--- src/rtl/moving_sum.sv ---
// Boxcar running sum of the last DELAY accepted samples, with a shifted average and a window-full flag.
// Samples from the upstream delay line (ddata) are ignored until the window has filled.
module moving_sum #(
  parameter int N     = 5,
  parameter int DELAY = 4,
  parameter int SHIFT = 2,
  localparam int SW   = N + $clog2(DELAY + 1),
  localparam int CW   = $clog2(DELAY + 1)
) (
  input  logic                clk,
  input  logic                rst_n,
  input  logic                ce,
  input  logic                clr,
  input  logic [N-1:0]        idata,
  input  logic [N-1:0]        ddata,
  output logic [SW-1:0]       sum,
  output logic [SW-SHIFT-1:0] avg,
  output logic                valid
);

  typedef enum logic {FILL = 1'b0, RUN = 1'b1} state_t;

  localparam logic [CW-1:0] FULL_CNT = CW'(DELAY);

  state_t        state_q;
  logic [CW-1:0] fill_cnt_q;
  logic [CW-1:0] fill_cnt_d;
  logic [SW-1:0] sum_q;
  logic [SW-1:0] sum_d;
  logic [SW:0]   acc_ext;
  logic [SW:0]   sub_ext;
  logic          valid_q;

  // Stale delay-line contents must never be subtracted while the window fills.
  always_comb begin
    sub_ext    = (state_q == RUN) ? (SW+1)'(ddata) : '0;
    acc_ext    = {1'b0, sum_q} + (SW+1)'(idata) - sub_ext;
    sum_d      = acc_ext[SW-1:0];
    fill_cnt_d = fill_cnt_q + CW'(1);
  end

  always_ff @(posedge clk) begin
    if (!rst_n || clr) begin
      state_q    <= FILL;
      fill_cnt_q <= '0;
      sum_q      <= '0;
      valid_q    <= 1'b0;
    end else if (ce) begin
      sum_q <= sum_d;
      case (state_q)
        FILL: begin
          fill_cnt_q <= fill_cnt_d;
          if (fill_cnt_d == FULL_CNT) begin
            state_q <= RUN;
            valid_q <= 1'b1;
          end
        end
        RUN: begin
          fill_cnt_q <= FULL_CNT;
          valid_q    <= 1'b1;
        end
        default: begin
          state_q    <= FILL;
          fill_cnt_q <= '0;
          valid_q    <= 1'b0;
        end
      endcase
    end
  end

  assign sum   = sum_q;
  assign avg   = sum_q[SW-1:SHIFT];
  assign valid = valid_q;

endmodule

--- config.mk ---
export PLATFORM = sky130hd
export DESIGN_NAME = moving_sum
export DESIGN_NICKNAME = d
export VERILOG_FILES = /design/src/rtl/moving_sum.sv
export SDC_FILE = /design/constraint.sdc
export NUM_CORES = 1
export LEC_CHECK = 0
export BUFFER_PORTS_ARGS = -buffer_cell sky130_fd_sc_hd__buf_2
export CORE_MARGIN = 5
export CORE_UTILIZATION = 40
export CTS_CLUSTER_DIAMETER = 60
export CTS_CLUSTER_SIZE = 25
export DETAILED_ROUTE_END_ITERATION = 8
export GPL_TIMING_DRIVEN = 0
export PLACE_DENSITY_LB_ADDON = 0.12
export SYNTH_ARGS = -nofsm -noshare
export SYNTH_HDL_FRONTEND = slang
export SYNTH_SLANG_ARGS = --single-unit
export TNS_END_PERCENT = 50
--- constraint.sdc ---
create_clock -name clk -period 4 [get_ports clk]
set_input_delay 0.4 -clock clk [delete_from_list [all_inputs] [get_ports clk]]
set_output_delay 0.4 -clock clk [all_outputs]
set_load 0.005 [all_outputs]
==> metrics.txt <==
post-DP HPWL=1630 microns; share of cells above drive strength 1=0.293; drt pass-1 iters=4; Net Count, Synth=about 150; routed len/inst=11.0 microns; status=complete, no violations; GRT Total Usage=0.128; clk buf depth=2; Final Skew=0.00769 ns; maximum vdd ir drop=164 uV; Routed Antenna Nets=0; worst-skew pair later-pin latency=about 0.28 ns; fin crit period=2.53 ns; vias in the first global route=887; CP Launch Type=register; Layout Area Growth over Synthesis=19.6%; Final Slew Violations=0; Overall Power=roughly 350 uW; Cell Pwr Density=around 280 nW/um^2; Seq/Total Area, Yosys=0.250; first-pass GRT wire length=3590 microns; period utilization=0.634; # diodes=0; max-cap violations=0; post-CTS setup buffer count=0; starting density of the core=0.421; Buffers on Ports=28; clock root buffer master=clkbuf_4; CTS tree=built; Slew HR=0.664; Mapped Avg Cell Area=8.34 sq um; nets@finish=187; CP Data Required Time=4.16 ns; via density per instance=4.67; unrepaired setup endpoints after global routing=false; Synthesis Warnings=0; H-tree levels=1; pin count of the biggest net entering global routing=11; number of enable flip-flop cells after synthesis=0; fin area=1250 sq um; Die Width=61.0 microns; Chip Height=61.0 microns; initial antenna violation count=0; worst-margin pin slew=a little over 0.5 ns; CP Class=register to register; register bit count reported by yosys=13; CTS Buf Count=3; Via Count=874; Placement Cell Area=1220 sq um; final setup margin=1.47 ns; f_max=a little under 400 MHz; # clock sinks=13; crit end category=register; worst min path class=register to register; Core Area=between 2000 and 2500 sq um; final setup vio count=0; Final GP Congestion=between 0.7 and 0.8; commonest non-fill, non-tap cell in the layout=buf_2; crit path DAT=approximately 2.7 ns; setup TNS=0 ns; Initial DRC Count=7; pre-CTS setup slack=1.38 ns; Worst-path clk slew=0.09 ns; GR Overflow Total=0; post-synth cell types=32; Final Routed Wirelength=2050 microns; predominant post-synthesis flop cell=dfxtp_1; most frequent cells in the layout=30 x buf_2, 25 x inv_1, 13 x dfxtp_1; number of I/O pins=29; Post-Syn Area=1040 sq um; crit-path max FO=9; Mapped Cells=roughly 130; Rows=18; Pleak=0.643 nW; ys async rst share=0; drt drc=0; post_cts resized=0; post-cts hold buffer count=0; die area=between 3000 and 4000 sq um; final hold viol count=0; Fillers=about 260
[registers in the layout, summed over array words and instances (netlist names)]
register	cells
sum	8
fill_cnt_q	3
state_q	1
valid	1
[power by group]
part           total, mW  internal (mW)  switching [mW]
Clock             0.0861         0.0386          0.0474
Sequential         0.142          0.136         0.00595
Combinational      0.126         0.0613          0.0645
Total              0.354          0.236           0.118
[cell usage after synthesis (2+ instances only)]
cell type | count | area share
dfxtp_1 | 13 | 0.25
fa_1 | 5 | 0.096
clkbuf_1 | 2 | 0.0072
mux2i_1 | 6 | 0.058
nor3_1 | 2 | 0.0096
a21oi_1 | 6 | 0.029
buf_2 | 2 | 0.0096
xnor2_1 | 3 | 0.025
nand2_1 | 8 | 0.029
buf_4 | 6 | 0.043
o21ai_0 | 3 | 0.014
nor2_1 | 10 | 0.036
a21oi_2 | 2 | 0.017
and2_1 | 5 | 0.030
ha_1 | 10 | 0.12
nand2b_1 | 2 | 0.012
inv_1 | 25 | 0.090
[cells by family (layout without fill, tap and decap cells)]
| kind of cell | count (synthesis) | count (layout) | share of synthesized area |
|---|---|---|---|
| flip-flops | 13 | 13 | 0.250 |
| adder cells (fa/ha/maj) | 15 | 15 | 0.216 |
| AND/OR/NAND/NOR | 32 | 32 | 0.158 |
| AO/OA/AOI/OAI | 20 | 20 | 0.134 |
| buffers and inverters | 35 | 67 | 0.150 |
| XOR/XNOR | 4 | 4 | 0.0336 |
| multiplexers | 6 | 6 | 0.0576 |
[per-layer routing]
layer	up-vias	track usage	share of wire	wire, microns
met5	-	0	0	0
met4	0	0.0464	0.0049	10
met3	2	0.0210	0.055	112
met2	18	0.216	0.47	963
met1	398	0.163	0.47	962
li1	456	-	-	-
[worst max-delay path, cell delays in order (launching register included)]
cell and delay [ns]:
dfxtp_1 0.40, and2_1 0.19, fa_1 0.48, inv_1 0.07, fa_1 0.45, a21o_2 0.24, a21oi_2 0.18, o21ai_1 0.11
mux2i_1 0.16, o311ai_0 0.14
[path summary, 6_finish.rpt]
path | startpoint | endpoint | slack [ns] | cells past startpoint
min reg2reg | valid$_SDFFE_PP0P_ | valid$_SDFFE_PP0P_ | 0.45 | 2
max reg2reg | state_q$_SDFFE_PP0P_ | sum[6]$_SDFFE_PP0P_ | 1.47 | 9
min | valid$_SDFFE_PP0P_ | valid$_SDFFE_PP0P_ | 0.45 | 2
max | state_q$_SDFFE_PP0P_ | sum[6]$_SDFFE_PP0P_ | 1.47 | 9
[final cells by class]
cell class / instances / area (sq um) / area share
inverter: 25 / 93.8 / 0.0753
timing repair buffer: 28 / 140 / 0.112
multi-input combinational: 77 / 626 / 0.502
clock buffer: 4 / 26.3 / 0.0211
sequential: 13 / 260 / 0.209
buffer: 10 / 62.6 / 0.0502
tap: 30 / 37.5 / 0.0301
[stage by stage]
step / instances / hold slack (ns) / util
detailed placement: 183 / 0.435 / 0.492
finish: 187 / 0.445 / 0.503
global route: 187 / 0.475 / 0.503
floorplan: 125 / 0.442 / -
global placement: 183 / 0.433 / 0.492
CTS: 187 / 0.448 / 0.503
Power figures use the tool's default switching activity.
